**config.mk**
```make
export PLATFORM = sky130hd
export DESIGN_NAME = if_prefetch_stage
export DESIGN_NICKNAME = d
export VERILOG_FILES = /design/src/rtl/if_prefetch_stage_pkg.sv /design/src/rtl/if_fifo.sv /design/src/rtl/if_prefetch_stage.sv
export SDC_FILE = /design/constraint.sdc
export NUM_CORES = 1
export LEC_CHECK = 0
export ABC_AREA = 1
export CORE_MARGIN = 1.5
export CORE_UTILIZATION = 25
export CTS_CLUSTER_SIZE = 40
export DETAILED_ROUTE_END_ITERATION = 16
export GPL_TIMING_DRIVEN = 0
export PLACE_DENSITY = 0.45
export SLEW_MARGIN = 20
export SYNTH_ARGS = -nofsm -noshare
export SYNTH_HDL_FRONTEND = slang
export SYNTH_SLANG_ARGS = --single-unit
```
**constraint.sdc**
```tcl
create_clock -name clk -period 12.55 [get_ports clk]
set_clock_uncertainty 0.15 [all_clocks]
set_input_delay 3.1375 -clock clk [delete_from_list [all_inputs] [get_ports clk]]
set_output_delay 3.1375 -clock clk [all_outputs]
set_load 0.02 [all_outputs]
```
**src/rtl/if_prefetch_stage_pkg.sv**
```systemverilog
// Shared definitions for the prefetching instruction-fetch stage:
// fetch FSM encoding, NOP encoding and the default queue depth.
package if_prefetch_stage_pkg;

  typedef enum logic [1:0] {
    ST_IDLE = 2'd0,
    ST_REQ  = 2'd1,
    ST_DROP = 2'd2
  } fetch_state_t;

  localparam int          IF_DEPTH = 4;
  localparam logic [31:0] NOP_INSN = 32'h0000_0000;

endpackage

```
**src/rtl/if_fifo.sv**
```systemverilog
// Synchronous FIFO holding {pc, insn} entries for the prefetch queue.
// Head entry is presented combinationally; clear empties it in one edge.
module if_fifo
  import if_prefetch_stage_pkg::*;
#(
  parameter int WIDTH = 62,
  parameter int DEPTH = IF_DEPTH,
  localparam int PTR_W = $clog2(DEPTH),
  localparam int CNT_W = $clog2(DEPTH + 1)
) (
  input  logic             clk,
  input  logic             reset,
  input  logic             push,
  input  logic             pop,
  input  logic             clear,
  input  logic [WIDTH-1:0] wdata,
  output logic [WIDTH-1:0] rdata,
  output logic [CNT_W-1:0] cnt
);

  logic [WIDTH-1:0] mem [DEPTH];
  logic [PTR_W-1:0] wr_ptr;
  logic [PTR_W-1:0] rd_ptr;

  // Queue control: pointers wrap naturally because DEPTH is a power of two
  always_ff @(posedge clk or negedge reset) begin
    if (!reset) begin
      wr_ptr <= '0;
      rd_ptr <= '0;
      cnt    <= '0;
    end else if (clear) begin
      wr_ptr <= '0;
      rd_ptr <= '0;
      cnt    <= '0;
    end else begin
      if (push) wr_ptr <= wr_ptr + 1'b1;
      if (pop)  rd_ptr <= rd_ptr + 1'b1;
      case ({push, pop})
        2'b10:   cnt <= cnt + 1'b1;
        2'b01:   cnt <= cnt - 1'b1;
        default: cnt <= cnt;
      endcase
    end
  end

  // Entry storage: data only, no reset needed
  always_ff @(posedge clk) begin
    if (push && !clear) mem[wr_ptr] <= wdata;
  end

  assign rdata = mem[rd_ptr];

endmodule

```
**src/rtl/if_prefetch_stage.sv**
```systemverilog
// Instruction-fetch stage with a DEPTH-entry prefetch queue between the
// instruction memory port and the IF/ID register. Requests are only issued
// when a queue slot is guaranteed; redirects drop queued and in-flight data.
module if_prefetch_stage
  import if_prefetch_stage_pkg::*;
#(
  parameter int                ADDR_W   = 30,
  parameter int                DATA_W   = 32,
  parameter int                DEPTH    = IF_DEPTH,
  parameter logic [ADDR_W-1:0] RESET_PC = '0
) (
  input  logic              clk,
  input  logic              reset,
  input  logic              stall,
  input  logic              flush,
  input  logic [ADDR_W-1:0] new_pc,
  input  logic              br_taken,
  input  logic [ADDR_W-1:0] br_addr,
  output logic              mem_as_,
  output logic [ADDR_W-1:0] mem_addr,
  input  logic [DATA_W-1:0] mem_rd_data,
  input  logic              mem_rdy_,
  output logic [ADDR_W-1:0] if_pc,
  output logic [DATA_W-1:0] if_insn,
  output logic              if_en,
  output logic              busy
);

  localparam int              CNT_W   = $clog2(DEPTH + 1);
  localparam int              ENT_W   = ADDR_W + DATA_W;
  localparam logic [CNT_W-1:0] DEPTH_C = CNT_W'(DEPTH);

  fetch_state_t      state;
  fetch_state_t      state_nxt;
  logic [ADDR_W-1:0] fpc;
  logic [ADDR_W-1:0] drop_addr;
  logic [CNT_W-1:0]  cnt;
  logic [CNT_W-1:0]  cnt_after_pop;
  logic [ENT_W-1:0]  head_p0;
  logic [ADDR_W-1:0] target;
  logic              redirect;
  logic              done;
  logic              push;
  logic              pop;
  logic [ADDR_W-1:0] pc_p1;
  logic [DATA_W-1:0] insn_p1;
  logic              vld_p1;

  // Stage 0: fetch control -- redirect priority (flush over branch) and queue handshakes
  always_comb begin
    redirect      = flush | (br_taken & ~stall);
    target        = flush ? new_pc : br_addr;
    done          = ~mem_rdy_;
    pop           = ~stall & ~redirect & (cnt != '0);
    push          = (state == ST_REQ) & done & ~redirect;
    cnt_after_pop = cnt - {{(CNT_W-1){1'b0}}, pop};
  end

  // Stage 0: next fetch state; a request starts only if its slot is guaranteed
  always_comb begin
    state_nxt = state;
    case (state)
      ST_IDLE: begin
        if (!redirect && (cnt_after_pop < DEPTH_C)) state_nxt = ST_REQ;
      end
      ST_REQ: begin
        if (redirect)  state_nxt = done ? ST_REQ : ST_DROP;
        else if (done) state_nxt = ((cnt_after_pop + 1'b1) < DEPTH_C) ? ST_REQ : ST_IDLE;
      end
      ST_DROP: begin
        if (done) state_nxt = ST_REQ;
      end
      default: state_nxt = ST_IDLE;
    endcase
  end

  // Stage 0: state register
  always_ff @(posedge clk or negedge reset) begin
    if (!reset) state <= ST_IDLE;
    else        state <= state_nxt;
  end

  // Stage 0: fetch PC; drop_addr keeps the abandoned request's address stable
  always_ff @(posedge clk or negedge reset) begin
    if (!reset) begin
      fpc       <= RESET_PC;
      drop_addr <= RESET_PC;
    end else if (redirect) begin
      fpc <= target;
      if ((state == ST_REQ) && mem_rdy_) drop_addr <= fpc;
    end else if (push) begin
      fpc <= fpc + 1'b1;
    end
  end

  assign mem_as_  = (state == ST_IDLE);
  assign mem_addr = (state == ST_DROP) ? drop_addr : fpc;
  assign busy     = ~mem_as_ & mem_rdy_;

  if_fifo #(
    .WIDTH (ENT_W),
    .DEPTH (DEPTH)
  ) u_fifo (
    .clk   (clk),
    .reset (reset),
    .push  (push),
    .pop   (pop),
    .clear (redirect),
    .wdata ({fpc, mem_rd_data}),
    .rdata (head_p0),
    .cnt   (cnt)
  );

  // Stage 1: IF/ID register fed from the queue head; no bypass from memory
  always_ff @(posedge clk or negedge reset) begin
    if (!reset) begin
      pc_p1   <= RESET_PC;
      insn_p1 <= DATA_W'(NOP_INSN);
      vld_p1  <= 1'b0;
    end else if (redirect) begin
      pc_p1   <= target;
      insn_p1 <= DATA_W'(NOP_INSN);
      vld_p1  <= 1'b0;
    end else if (!stall) begin
      if (cnt != '0) begin
        pc_p1   <= head_p0[ENT_W-1:DATA_W];
        insn_p1 <= head_p0[DATA_W-1:0];
        vld_p1  <= 1'b1;
      end else begin
        insn_p1 <= DATA_W'(NOP_INSN);
        vld_p1  <= 1'b0;
      end
    end
  end

  assign if_pc   = pc_p1;
  assign if_insn = insn_p1;
  assign if_en   = vld_p1;

endmodule

```
==> results.cfg, run 1 <==
[floorplan]
die_w_um = 257
rows = 92
die_area_um2 = 66000
start_util = 0.254
coreArea_um2 = 63400
num_io_pins = 193
fp.dieH_um = 257

[sta]
slew_viol_final = 0
max_slew.worst_pin.slew_ns = 0.949
whs_ns = 0.342
rsz0062_at_grt = false
clock.fmax_mhz = 126
setup_tns_ns = 0
slew_headroom = 0.368
finalSetupViolCount = 0
finalCriticalPeriod_ns = 7.92
layout_setup_ws_ns = 4.63
final_hold_viol_count = 0
min_period_over_period = 0.631

[synthesis]
synth-seq-cells = 380
synth_area_per_cell_um2 = 10.6
synth_cells = 1520
syn_area_um2 = 16100
synth_cell_types = 39
synthArstFlopShare = 0.347
synth_top_cell_by_area = edfxtp_1
synth_top_area_frac = 0.462
yosysMostFrequentCell = nand2_1
synth.top_cells.by_count = nand2_1 (295), nor2_1 (252), edfxtp_1 (248)
yosysWarningCount = 0
synth_flop_cell = edfxtp_1
synth.area.top_cells = edfxtp_1 (46%), dfrtp_1 (20%), nand2_1 (6.9%), nor2_1 (5.9%), o21ai_0 (4.2%)
syn-num-nets = 1625
ys_seq_area_frac = 0.667
synth_edf_count = 248

[run_status]
status = finished, final reports clean

[global_routing]
grt_pass1_vias = 12194
grt_pass1_wl_mm = 80.8
gr-total-overflow = 0
antenna_found_initial = 3
grt_usage = 0.165
grt_max_degree = 86

[cts]
htreeDepth = 2
clkSlewWorstSetupHoldPaths_ns = 0.05
postCtsSetupRepairBufs = 0
cts_tree = yes
cts.sinks = 380
cts_resized = 0
clock-root-buffer = clkbuf_16
cts-hold-fix-buffers = 0
insertion_delay_ns = 0.56
numCtsBuffers = 42
clock_path_buffers = 3

[power]
p_leak_nw = 7.91
combPwrFrac = 0.240
vdd_drop_max_mv = 0.0809
switchingPower_w = 0.00121
p_int_w = 0.00258
seqPwrFrac = 0.427
power_density_nw_per_um2 = 182
sw_frac_of_total = 0.320
clockPowerShare = 0.333

[layout]
fill_cells = 6403
syn_to_final_growth_pct = 29.2
finish.net_count = 1873
layout-drive-gt1-share = 0.0782

[worst_setup_path]
cp.required_ns = 9.26
path_cells = clkdlybuf4s50_1 -> inv_1 -> nor2_1 -> clkdlybuf4s50_1
slowest_stage = clkdlybuf4s50_1
startpoint_type = input pin
path_common_cell = clkdlybuf4s50_1
critPathMaxStageDelay_ns = 0.62
worstPathMaxFanout = 4
worstPathArrival_ns = 4.63
endpoint_kind = output pin
crit_type = in2out

[route]
first_pass_iters = 5
viasPerCell = 4.67
routedWlPerCell_um = 20.8
postRouteAntennaNets = 0
wl_mm = 55.2
drc_errors = 0
drtIter0Drc = 849
vias = 12363

[hold_path]
hp-class = reg2reg

[job]
maxCapViolCount = 0

[placement]
place.gp.congestion = 0.907
pre_cts_ws_ns = 4.66
portBuffers = 191
place.detailed.hpwl_mm = 39.4
-- power by group through the flow --
| stage | Combinational [W] | Sequential [W] | Clock, W |
|---|---|---|---|
| final | 0.000911 | 0.00162 | 0.00126 |
| after global routing | 0.00100 | 0.00164 | 0.00134 |
| after CTS | 0.000926 | 0.00162 | 0.00129 |
| after detailed placement | 0.000921 | 0.00164 | 0 |
| after global placement | 0.000904 | 0.00164 | 0 |
| after floorplan | 0.000453 | 0.00164 | 0 |
-- through the flow --
stage               area [um2]  cells  total power (W)  utilization
CTS                      20800   2648          0.00384        0.329
finish                   20800   2649          0.00379        0.329
global route             20800   2649          0.00398        0.329
detailed placement       19400   2570          0.00256        0.307
floorplan                16100   1520          0.00210            -
global placement         19100   2557          0.00255        0.301
-- critical path, delay by kind of cell --
kind / cells / cell delay [ns]
buf+inv: 3 / 1.36
simple gates: 1 / 0.13
-- cells in the final DEF, fill, tap and decap left out, types with 3 or more instances in the layout --
cell / synthesis / routed
a21oi_1: 43 / 43
a31oi_1: 34 / 34
a32o_1: 32 / 32
buf_1: 3 / 3
buf_12: 0 / 6
buf_16: 0 / 7
buf_2: 35 / 35
buf_4: 6 / 6
buf_6: 3 / 3
bufinv_16: 0 / 5
clkbuf_1: 44 / 56
clkbuf_16: 0 / 42
clkbuf_8: 0 / 4
clkdlybuf4s50_1: 0 / 190
clkinv_1: 0 / 5
clkinv_2: 0 / 5
dfrtp_1: 132 / 132
edfxtp_1: 248 / 248
ha_1: 6 / 6
inv_1: 63 / 63
inv_2: 4 / 4
nand2_1: 295 / 295
nand3_1: 43 / 43
nand4_1: 6 / 6
nor2_1: 252 / 248
nor2_2: 4 / 4
nor2_4: 1 / 5
nor3_1: 3 / 3
o211ai_1: 7 / 7
o21ai_0: 135 / 135
o21ai_1: 31 / 31
o22ai_1: 63 / 63
xor2_1: 6 / 6
-- metal layers --
metal  part of all wire  GRT usage  up-vias
met2               0.48      0.270      344
met1               0.45      0.225     6106
li1                   -          -     5837
met5                  0          0        -
met3              0.049     0.0255       76
met4              0.022     0.0474        0
-- cell type report --
type	count	area, um2	share of cell area
antenna	1	2.50	0.000120
tap	846	1060	0.0508
sequential	380	10800	0.516
inverter	68	258	0.0124
multi-input combinational	981	4720	0.226
buffer	91	430	0.0207
clock buffer	58	1150	0.0552
clock inverter	20	243	0.0116
timing repair buffer	204	2230	0.107
-- state kept, by name, indices dropped and copies added (netlist names), 3 cells and up --
name,count
u_fifo.mem,248
if_insn,32
drop_addr,30
fpc,30
if_pc,30
u_fifo.cnt,3
-- cell families after synthesis --
family	count (synthesis)	synth area share
fa+ha+maj	7	0.00590
buf+inv	159	0.0427
simple gates	614	0.151
compound gates	352	0.129
xor+xnor	8	0.00434
flops	380	0.667
-- final timing paths --
| kind | startpoint | end | slack [ns] | cells past startpoint |
|---|---|---|---|---|
| worst max-delay path | mem_rdy_ | busy | 4.63 | 4 |
| worst max register to register | state[1] | u_fifo.mem[3][17] | 9.41 | 8 |
| worst min register to register | drop_addr[5] | drop_addr[5] | 0.34 | 2 |
| min in group asynchronous | reset | drop_addr[26] | 2.34 | 1 |
| max in group asynchronous | reset | if_insn[30] | 9.08 | 2 |
| worst min-delay path | drop_addr[5] | drop_addr[5] | 0.34 | 2 |
Power figures use the tool's default switching activity.
==> run 2, diff against run 1 <==
==> constraint.sdc (replaced) <==
create_clock -name clk -period 8.01 [get_ports clk]
set_clock_uncertainty 0.15 [all_clocks]
set_input_delay 2.0025 -clock clk [delete_from_list [all_inputs] [get_ports clk]]
set_output_delay 2.0025 -clock clk [all_outputs]
set_load 0.02 [all_outputs]
==> results of run 2 <==
The final DEF is identical to that of run 1. Status: finished, final reports clean.
Main changes from that run: setup slack after placement 4.66 ns -> 2.39 ns; setup slack after layout 4.63 ns -> 2.36 ns; register-to-register setup slack 9.41 ns -> 4.87 ns; total power 0.00379 W -> 0.00595 W; worst IR drop on VDD 0.0809 mV -> 0.127 mV
==> run 3, diff against run 2 <==
--- a/config.mk
+++ b/config.mk
@@ -11,7 +11,7 @@
 export CTS_CLUSTER_SIZE = 40
 export DETAILED_ROUTE_END_ITERATION = 16
 export GPL_TIMING_DRIVEN = 0
-export PLACE_DENSITY = 0.45
+export PLACE_DENSITY = 0.47
 export SLEW_MARGIN = 20
 export SYNTH_ARGS = -nofsm -noshare
 export SYNTH_HDL_FRONTEND = slang
==> constraint.sdc (replaced) <==
create_clock -name clk -period 5.1 [get_ports clk]
set_clock_uncertainty 0.15 [all_clocks]
set_input_delay 1.275 -clock clk [delete_from_list [all_inputs] [get_ports clk]]
set_output_delay 1.275 -clock clk [all_outputs]
set_load 0.02 [all_outputs]
==> run 3 against run 2 <==
Effect of this change:
- critical path depth unchanged
- combinational power is 57% higher
- setup slack lost 1.4 ns
==> results.cfg, run 3 (synthesis results as in run 1) <==
[route]
drtIter0Drc = 784
routedWlPerCell_um = 20.5
vias = 12278
first_pass_iters = 5
viasPerCell = 4.63
postRouteAntennaNets = 0
wl_mm = 54.4
drc_errors = 0

[floorplan]
start_util = 0.254
rows = 92
die_w_um = 257
num_io_pins = 193
fp.dieH_um = 257
die_area_um2 = 66000
coreArea_um2 = 63400

[power]
sw_frac_of_total = 0.319
clockPowerShare = 0.337
seqPwrFrac = 0.424
combPwrFrac = 0.239
switchingPower_w = 0.00299
vdd_drop_max_mv = 0.188
power_density_nw_per_um2 = 449
p_leak_nw = 7.93
power_w = 0.00938
p_int_w = 0.00639

[worst_setup_path]
rr_worst_depth = 8
reg2reg_slack_ns = 2.00
worstPathArrival_ns = 2.70
startpoint_type = input pin
endpoint_kind = output pin
r2r_start = state[1]
worstPathMaxFanout = 4
crit_type = in2out
cp.required_ns = 3.67
timing.rr.end = u_fifo.mem[2][26]

[sta]
slew_viol_final = 0
slew_headroom = 0.471
min_period_over_period = 0.810
rsz0062_at_grt = false
clock.fmax_mhz = 242
final_hold_viol_count = 0
finalCriticalPeriod_ns = 4.13
finalSetupViolCount = 0
whs_ns = 0.340
max_slew.worst_pin.slew_ns = 0.794

[layout]
multiInputGateArea_um2 = 4720
final_cell_mix = nand2_1 (295), nor2_1 (248), edfxtp_1 (248)
finish.net_count = 1874
top_register = u_fifo.mem
final_common_cell = nand2_1
layout-drive-gt1-share = 0.0793
layout.area.seq_um2 = 10800
largest_reg_flops = 248
fill_cells = 6313
syn_to_final_growth_pct = 29.5
final_util = 0.329

[cts]
clock_path_buffers = 3
cts-hold-fix-buffers = 0
insertion_delay_ns = 0.57
cts_resized = 0
clkSlewWorstSetupHoldPaths_ns = 0.05
htreeDepth = 2
postCtsSetupRepairBufs = 0
cts_tree = yes
cts.sinks = 380
clock-root-buffer = clkbuf_16
numCtsBuffers = 43

[hold_path]
hp-start = drop_addr[6]
hold_end = drop_addr[6]
hp-class = reg2reg
hold_depth = 2

[global_routing]
grt_pass1_wl_mm = 79.8
grt_max_degree = 88
antenna_found_initial = 1
gr-total-overflow = 0
grt_pass1_vias = 12304
grt_usage = 0.161

[placement]
portBuffers = 191
place.detailed.hpwl_mm = 39.0
place.gp.congestion = 0.897

[run_status]
status = finished, final reports clean

[job]
maxCapViolCount = 0
==> run 3: power groups by stage <==
stage	Clock, W	Combinational, W	Sequential [W]
finish	0.00316	0.00224	0.00398
global route	0.00335	0.00245	0.00403
CTS	0.00322	0.00228	0.00398
detailed placement	0	0.00227	0.00404
global placement	0	0.00222	0.00404
floorplan	0	0.00112	0.00405
==> run 3: per-layer routing <==
metal	part of all wire	track usage	vias up
li1	-	-	5829
met1	0.46	0.221	6027
met2	0.47	0.263	361
met3	0.054	0.0252	61
met4	0.024	0.0469	0
met5	0	0	-
==> run 3: cell type report <==
type	count	share of cell area
antenna	1	0.000120
buffer	91	0.0206
clock buffer	63	0.0586
clock inverter	17	0.00989
inverter	68	0.0123
multi-input combinational	981	0.226
sequential	380	0.515
tap	846	0.0507
timing repair buffer	204	0.107
==> run 3: worst max-delay path, stage by stage <==
cell and delay (ns):
clkdlybuf4s50_1 0.55, inv_1 0.13, nor2_1 0.12, clkdlybuf4s50_1 0.63
==> run 3: metrics by stage <==
| stage | setup TNS (ns) | worst slack [ns] | instance area, um2 | std cells |
|---|---|---|---|---|
| floorplan | -21.48 | -0.0866 | 16100 | 1520 |
| global placement | -1316.61 | -3.64 | 19100 | 2557 |
| detailed placement | 0 | 0.511 | 19400 | 2570 |
| CTS | 0 | 0.960 | 20900 | 2650 |
| global route | 0 | 0.849 | 20900 | 2650 |
| finish | 0 | 0.971 | 20900 | 2651 |
==> run 3: worst max path at each step <==
stage,start,to,slack (ns),cells after the start
after floorplan,mem_rdy_,u_fifo.mem[0][0],-0.09,6
after global placement,mem_rdy_,u_fifo.mem[3][14],-3.64,7
after detailed placement,mem_rdy_,u_fifo.mem[2][25],0.51,9
after CTS,mem_rdy_,busy,0.96,4
after global routing,state[0],mem_addr[22],0.85,6
final,mem_rdy_,busy,0.97,4
